`src/rtl/uart_pkg.sv`:
```
// Shared UART definitions: parity modes, engine state encoding and sizing helpers.
// Used by both the transmitter and the receiver.
package uart_pkg;

  localparam int unsigned PAR_NONE = 0;
  localparam int unsigned PAR_EVEN = 1;
  localparam int unsigned PAR_ODD  = 2;

  typedef enum logic [2:0] {
    StIdle,
    StStart,
    StData,
    StParity,
    StStop
  } uart_state_e;

  // Never returns less than 1 so every counter has at least one bit.
  function automatic int unsigned clog2(input int unsigned value);
    int unsigned width;
    width = 1;
    while ((32'd1 << width) < value) width++;
    return width;
  endfunction

  function automatic int unsigned calc_cycles(input int unsigned clk_freq,
                                              input int unsigned baud_rate);
    return clk_freq / baud_rate;
  endfunction

  function automatic logic parity_bit(input logic [8:0] data, input int unsigned mode);
    return (mode == PAR_ODD) ? ~(^data) : ^data;
  endfunction

endpackage

```
`src/rtl/uart_tx_stream_if.sv`:
```
// Valid/ready payload handshake between a byte source and the UART transmitter.
interface uart_tx_stream_if #(
  parameter int unsigned DATA_BITS = 8
);
  logic                 in_valid;
  logic                 in_ready;
  logic [DATA_BITS-1:0] in_data;

  modport master (output in_valid, output in_data, input in_ready);
  modport slave  (input in_valid, input in_data, output in_ready);
endinterface

```
`src/rtl/uart_baud_tick.sv`:
```
// Bit-period down-counter: load restarts a CYCLES-long period, tick marks its last clock.
module uart_baud_tick
  import uart_pkg::*;
#(
  parameter int unsigned CYCLES = 10
) (
  input  logic clk,
  input  logic rst_n,
  input  logic load_i,
  output logic tick_o
);

  localparam int unsigned     CntW   = clog2(CYCLES);
  localparam logic [CntW-1:0] CntMax = CntW'(CYCLES - 1);

  logic [CntW-1:0] count_q, count_d;

  assign tick_o = (count_q == '0);

  always_comb begin
    count_d = count_q;
    if (load_i) begin
      count_d = CntMax;
    end else if (!tick_o) begin
      count_d = count_q - CntW'(1);
    end
  end

  always_ff @(posedge clk or negedge rst_n) begin
    if (!rst_n) begin
      count_q <= '0;
    end else begin
      count_q <= count_d;
    end
  end

endmodule

```
`src/rtl/uart_tx_stream.sv`:
```
// Parametrised UART transmitter with valid/ready input and a one-entry holding buffer
// so that queued frames leave back-to-back.
module uart_tx_stream
  import uart_pkg::*;
#(
  parameter int unsigned CLK_FREQ  = 12000000,
  parameter int unsigned BAUD_RATE = 9600,
  parameter int unsigned DATA_BITS = 8,
  parameter int unsigned PARITY    = 0,
  parameter int unsigned STOP_BITS = 1
) (
  input  logic            clk,
  input  logic            rst_n,
  uart_tx_stream_if.slave in_if,
  output logic            tx_o,
  output logic            busy_o,
  output logic            frame_done_o
);

  localparam int unsigned     CYCLES  = calc_cycles(CLK_FREQ, BAUD_RATE);
  localparam int unsigned     BitW    = clog2(DATA_BITS + 1);
  localparam logic [BitW-1:0] LastBit = BitW'(DATA_BITS - 1);

  if (CYCLES < 2) begin : gen_err_cycles
    $error("uart_tx_stream: CLK_FREQ/BAUD_RATE must be at least 2");
  end
  if (DATA_BITS < 5 || DATA_BITS > 9) begin : gen_err_data_bits
    $error("uart_tx_stream: DATA_BITS must be 5..9");
  end
  if (PARITY > 2) begin : gen_err_parity
    $error("uart_tx_stream: PARITY must be 0, 1 or 2");
  end
  if (STOP_BITS != 1 && STOP_BITS != 2) begin : gen_err_stop_bits
    $error("uart_tx_stream: STOP_BITS must be 1 or 2");
  end

  // Reset asserts asynchronously but is released in step with clk.
  logic [1:0] rst_sync_q;
  logic       rst_int_n;

  always_ff @(posedge clk or negedge rst_n) begin
    if (!rst_n) begin
      rst_sync_q <= '0;
    end else begin
      rst_sync_q <= {rst_sync_q[0], 1'b1};
    end
  end
  assign rst_int_n = rst_sync_q[1];

  uart_state_e          state_q, state_d;
  logic                 hold_full_q, hold_full_d;
  logic                 in_ready_q;
  logic [DATA_BITS-1:0] hold_q, hold_d;
  logic [DATA_BITS-1:0] shift_q, shift_d;
  logic                 parity_q, parity_d;
  logic [BitW-1:0]      bit_cnt_q, bit_cnt_d;
  logic                 stop_cnt_q, stop_cnt_d;
  logic                 tx_q, tx_d;
  logic                 done_q, done_d;
  logic                 baud_load, baud_tick;
  logic                 accept, last_stop, frame_end, load;

  uart_baud_tick #(
    .CYCLES(CYCLES)
  ) u_baud_tick (
    .clk   (clk),
    .rst_n (rst_int_n),
    .load_i(baud_load),
    .tick_o(baud_tick)
  );

  assign accept    = in_if.in_valid && in_ready_q;
  assign last_stop = (STOP_BITS == 2) ? stop_cnt_q : 1'b1;
  assign frame_end = (state_q == StStop) && baud_tick && last_stop;
  assign load      = hold_full_q && ((state_q == StIdle) || frame_end);

  always_comb begin
    state_d     = state_q;
    hold_full_d = hold_full_q;
    hold_d      = hold_q;
    shift_d     = shift_q;
    parity_d    = parity_q;
    bit_cnt_d   = bit_cnt_q;
    stop_cnt_d  = stop_cnt_q;
    done_d      = 1'b0;
    baud_load   = 1'b0;

    if (accept) begin
      hold_d      = in_if.in_data;
      hold_full_d = 1'b1;
    end

    case (state_q)
      StIdle: begin
      end
      StStart: begin
        if (baud_tick) begin
          state_d   = StData;
          bit_cnt_d = '0;
          baud_load = 1'b1;
        end
      end
      StData: begin
        if (baud_tick) begin
          shift_d   = shift_q >> 1;
          bit_cnt_d = bit_cnt_q + BitW'(1);
          baud_load = 1'b1;
          if (bit_cnt_q == LastBit) begin
            state_d    = (PARITY != PAR_NONE) ? StParity : StStop;
            stop_cnt_d = 1'b0;
          end
        end
      end
      StParity: begin
        if (baud_tick) begin
          state_d    = StStop;
          stop_cnt_d = 1'b0;
          baud_load  = 1'b1;
        end
      end
      StStop: begin
        if (frame_end) begin
          done_d  = 1'b1;
          state_d = StIdle;
        end else if (baud_tick) begin
          stop_cnt_d = 1'b1;
          baud_load  = 1'b1;
        end
      end
      default: state_d = StIdle;
    endcase

    // A waiting frame starts on the very edge the previous one ends.
    if (load) begin
      shift_d     = hold_q;
      parity_d    = parity_bit(9'(hold_q), PARITY);
      hold_full_d = 1'b0;
      state_d     = StStart;
      bit_cnt_d   = '0;
      stop_cnt_d  = 1'b0;
      baud_load   = 1'b1;
    end

    case (state_q)
      StStart:  tx_d = 1'b0;
      StData:   tx_d = shift_q[0];
      StParity: tx_d = parity_q;
      default:  tx_d = 1'b1;
    endcase
  end

  always_ff @(posedge clk or negedge rst_int_n) begin
    if (!rst_int_n) begin
      state_q     <= StIdle;
      hold_full_q <= 1'b0;
      in_ready_q  <= 1'b1;
      hold_q      <= '0;
      shift_q     <= '0;
      parity_q    <= 1'b0;
      bit_cnt_q   <= '0;
      stop_cnt_q  <= 1'b0;
      tx_q        <= 1'b1;
      done_q      <= 1'b0;
    end else begin
      state_q     <= state_d;
      hold_full_q <= hold_full_d;
      in_ready_q  <= !hold_full_d;
      hold_q      <= hold_d;
      shift_q     <= shift_d;
      parity_q    <= parity_d;
      bit_cnt_q   <= bit_cnt_d;
      stop_cnt_q  <= stop_cnt_d;
      tx_q        <= tx_d;
      done_q      <= done_d;
    end
  end

  assign in_if.in_ready = in_ready_q;
  assign tx_o           = tx_q;
  assign busy_o         = (state_q != StIdle) || hold_full_q;
  assign frame_done_o   = done_q;

endmodule

```
`src/flat_wrapper.sv`:
```
// flat-port wrapper written by rule: the top's interface ports become plain ports
module uart_tx_stream_flat import uart_pkg::*;
#(
  parameter int unsigned CLK_FREQ  = 12000000,
  parameter int unsigned BAUD_RATE = 9600,
  parameter int unsigned DATA_BITS = 8,
  parameter int unsigned PARITY    = 0,
  parameter int unsigned STOP_BITS = 1
)
  (clk, rst_n, tx_o, busy_o, frame_done_o, in_if_in_valid, in_if_in_data, in_if_in_ready);
  uart_tx_stream_if #(.DATA_BITS(DATA_BITS)) in_if_i ();
  input  logic clk;
  input  logic rst_n;
  output logic tx_o;
  output logic busy_o;
  output logic frame_done_o;
  input wire logic [$bits(in_if_i.in_valid)-1:0] in_if_in_valid;
  input wire logic [$bits(in_if_i.in_data)-1:0] in_if_in_data;
  output wire logic [$bits(in_if_i.in_ready)-1:0] in_if_in_ready;
  assign in_if_i.in_valid = in_if_in_valid;
  assign in_if_i.in_data = in_if_in_data;
  assign in_if_in_ready = in_if_i.in_ready;
  uart_tx_stream #(.CLK_FREQ(CLK_FREQ), .BAUD_RATE(BAUD_RATE), .DATA_BITS(DATA_BITS), .PARITY(PARITY), .STOP_BITS(STOP_BITS)) u_core (.clk(clk), .rst_n(rst_n), .in_if(in_if_i), .tx_o(tx_o), .busy_o(busy_o), .frame_done_o(frame_done_o));
endmodule
```
`config.mk`:
```
export PLATFORM = sky130hd
export DESIGN_NAME = uart_tx_stream_flat
export DESIGN_NICKNAME = d
export VERILOG_FILES = /design/src/rtl/uart_pkg.sv /design/src/rtl/uart_tx_stream_if.sv /design/src/rtl/uart_baud_tick.sv /design/src/rtl/uart_tx_stream.sv /design/src/flat_wrapper.sv
export SDC_FILE = /design/constraint.sdc
export NUM_CORES = 1
export LEC_CHECK = 0
export CORE_MARGIN = 1.5
export CORE_UTILIZATION = 57
export CTS_CLUSTER_DIAMETER = 150
export DETAILED_ROUTE_END_ITERATION = 10
export PLACE_DENSITY = 0.78
export SLEW_MARGIN = 5
export SYNTH_ARGS = -nofsm -noshare
export SYNTH_HDL_FRONTEND = slang
export SYNTH_HIERARCHICAL = 1
export SYNTH_SLANG_ARGS = --single-unit
export TNS_END_PERCENT = 1
```
`constraint.sdc`:
```
create_clock -name clk -period 1.7 [get_ports clk]
set_input_delay 0.255 -clock clk [delete_from_list [all_inputs] [get_ports clk]]
set_output_delay 0.255 -clock clk [all_outputs]
set_load 0.03 [all_outputs]
```
==> flow_summary_export.csv <==
group,metric,value,unit
synth,yosys.area.top_type,"dfrtp_1",
cts,cts.path.max_buffers,2,
layout,n_fill_cell,224,
place,dp.cells,254,
cts,numCtsBuffers,5,
timing,finalHoldWorstSlack,47.4,ps
place,placed_area,0.00237,mm^2
place,dpl.hpwl,2740,um
place,place.gp.congestion,0.876,
timing,slew_violations,0,
power_and_ir_drop,p_leak,1.06,nW
cts,root_buffer,"clkbuf_4",
floorplanning,rows,21,
floorplanning,start_util,58.8,%
setup_path,critPathCaptureType,"flop",
cts,clock-sinks,41,
status,status,"finished with violations",
synth,synthFlopType,"dfrtp_1",
grt,track_usage,22.9,%
floorplanning,io_pins,15,
setup_path,crit_type,"reg2reg",
route,drtIter0Drc,46,
power_and_ir_drop,p_total,3.65,mW
cts,insertion_delay,350,ps
setup_path,crit_start,"u_core/u_baud_tick/count_q[0]$_DFFE_PN0P_",
grt,overflow,0,
cts,clk_pin_slew,120,ps
run,cap_violations,0,
route,vias,1477,
timing,skew,3.73,ps
synth,ys_seq_elements,41,
layout,area_growth,30.6,%
setup_path,endpoint,"u_core/shift_q[3]$_DFFE_PN0P_",
timing,rsz0062_at_grt,"true",
route,wl,3880,um
floorplanning,fp.dieW,61.5,um
synth,synthCells,173,
setup_path,r2r_slack,-260,ps
floorplanning,die_area,0.00378,mm^2
route,via_per_inst,5.51,
grt,grt_pass1_vias,1469,
grt,antenna_found_initial,0,
layout,diodes,0,
place,port-buffer-count,14,
synth,ys_seq_area_share,52.8,%
status,violations,"negative setup slack",
synth,synth_cell_types,46,
setup_path,worst-path-max-fanout,8,
timing,max_freq,510,MHz
synth,synth_nets,186,
synth,yosysWarnings,6,
layout,instances_no_fill,268,
setup_path,worstSetupStartpointType,"flop",
timing,period_needed,1960,ps
timing,setup_violations,25,
power_and_ir_drop,cellPowerDensity,1430,mW/mm^2
min_path,hold_path_class,"in2async",
floorplanning,core_area,0.00331,mm^2
synth,synth_area_leaders,"dfrtp_1 (50%), mux2i_1 (4.6%), mux2_2 (4.6%), xnor2_1 (4.0%), a21oi_1 (3.1%)",
setup_path,r2r-end,"u_core/shift_q[3]$_DFFE_PN0P_",
synth,syn-cell-area,0.00195,mm^2
layout,mostFrequentLayoutCells,"dfrtp_1 (38), buf_4 (28), nor2_1 (12)",
synth,netlist.area_leader.share,50.1,%
cts,htreeDepth,2,
layout,final_common_cell,"dfrtp_1",
layout,final_area,0.00254,mm^2
setup_path,r2r.worst_path.cells,10,
cts,tritoncts,"yes",
route,wire_per_inst,14.5,um
cts,cts_hold_buffers,0,
synth,synth.avg_cell_area,11.3,um^2
setup_path,worstPathRequired,1950,ps
synth,async_reset_ff_share,100,%
synth,synth_enable_flop_cells,0,
layout,final_util,76.8,%
grt,grt_pass1_wl,6300,um
layout,final_nets,234,
route,drt_first_pass_iters,5,
route,ant_nets,0,
timing,hold_violations,0,
setup_path,worstReg2RegStart,"u_core/u_baud_tick/count_q[0]$_DFFE_PN0P_",
floorplanning,dieHeight,61.5,um
power_and_ir_drop,ir_drop,1090,uV
setup_path,crit_arrival,2210,ps
timing,finalCritPeriodShare,115,%
grt,grt_max_degree,40,
route,drc,0,
layout,layout-drive-gt1-share,32.0,%
timing,setup_ws,-259,ps
## layout make-up
class,count,area [um^2],share of cell area [%]
timing repair buffer,46,400,15.7
sequential,41,1030,40.5
clock inverter,2,15.0,0.590
multi-input combinational,122,978,38.5
clock buffer,6,41.3,1.62
inverter,5,21.3,0.836
tap,46,57.6,2.26
## flip-flops by register name, indices dropped and copies added (netlist names)
| name | count |
|---|---|
| u_core/frame_done_o | 1 |
| u_core/hold_full_q | 1 |
| u_core/hold_q | 8 |
| u_core/parity_q | 1 |
| u_core/bit_cnt_q | 4 |
| u_core/state_q | 3 |
| u_core/in_if.in_ready | 1 |
| u_core/rst_sync_q | 2 |
| u_core/tx_o | 1 |
| u_core/shift_q | 8 |
| u_core/u_baud_tick/count_q | 11 |
## what timing repair did
action / 4_1_cts / 5_1_grt
setup endpoints to repair: 30 / 29
buffers inserted: 5 / 1
pin swaps: 7 / 7
resized for setup: 14 / 4
## per-stage QoR
stage	worst slack [ps]	TNS, ps
4_1_cts	-187	-2400
3_3_place_gp	-137	-1610
6_report	-259	-3550
2_1_floorplan	-170	-2610
3_5_place_dp	-197	-2630
5_1_grt	-342	-5800
## Yosys cell counts, types with 5 or more instances
| cell | number |
|---|---|
| nand2_1 | 10 |
| a21oi_1 | 12 |
| mux2_2 | 8 |
| nand2b_1 | 6 |
| inv_1 | 5 |
| dfrtp_1 | 39 |
| mux2i_1 | 9 |
| nor2_1 | 12 |
| xnor2_1 | 9 |
| o21ai_0 | 6 |
## per-layer routing
layer	vias to the layer above	routed length [um]	track usage, %
met2	29	2050	41.3
met4	0	87	6.08
met5	-	0	0
met1	729	1610	27.0
met3	10	133	6.09
li1	709	-	-
## where the power goes
part | switching, mW | internal, mW | leakage (nW)
registers | 0.275 | 1.32 | 0.484
logic | 0.729 | 0.850 | 0.553
clock network | 0.316 | 0.162 | 0.0245
## worst min-delay path by stage
stage                                               from                              end  cells past startpoint
final                                              rst_n   u_core/rst_sync_q[0]$_DFF_PN0_                      1
after global routing                               rst_n   u_core/rst_sync_q[0]$_DFF_PN0_                      1
after global placement    u_core/rst_sync_q[1]$_DFF_PN0_  u_core/bit_cnt_q[1]$_DFFE_PN0P_                      1
after floorplan                                    rst_n   u_core/rst_sync_q[0]$_DFF_PN0_                      0
after CTS                                          rst_n   u_core/rst_sync_q[0]$_DFF_PN0_                      1
after detailed placement  u_core/rst_sync_q[1]$_DFF_PN0_  u_core/bit_cnt_q[3]$_DFFE_PN0P_                      1
## logic make-up (layout without fill, tap and decap cells)
group                      count (synthesis)  count (layout)  synth area share [%]
AOI/OAI and AO/OA                         32              32                  10.0
buffers and inverters                     10              59                  3.21
other                                      1               1                 0.192
and+or+nand+nor                           60              60                  18.8
DFF                                       41              41                  52.8
adders and majority gates                  2               2                  1.28
muxes                                     17              17                  9.25
xor gates and xnor gates                  10              10                  4.50
## critical path, stage by stage (launching register included)
cell and delay (ps):
dfrtp_1 420, inv_2 90, ha_4 140, nor3b_4 220
nand3_2 140, inv_4 100, nand2b_4 90, nor2_4 170
buf_12 150, mux2i_2 240, a21oi_1 90
Note: power is estimated with default switching activity, not from simulation.
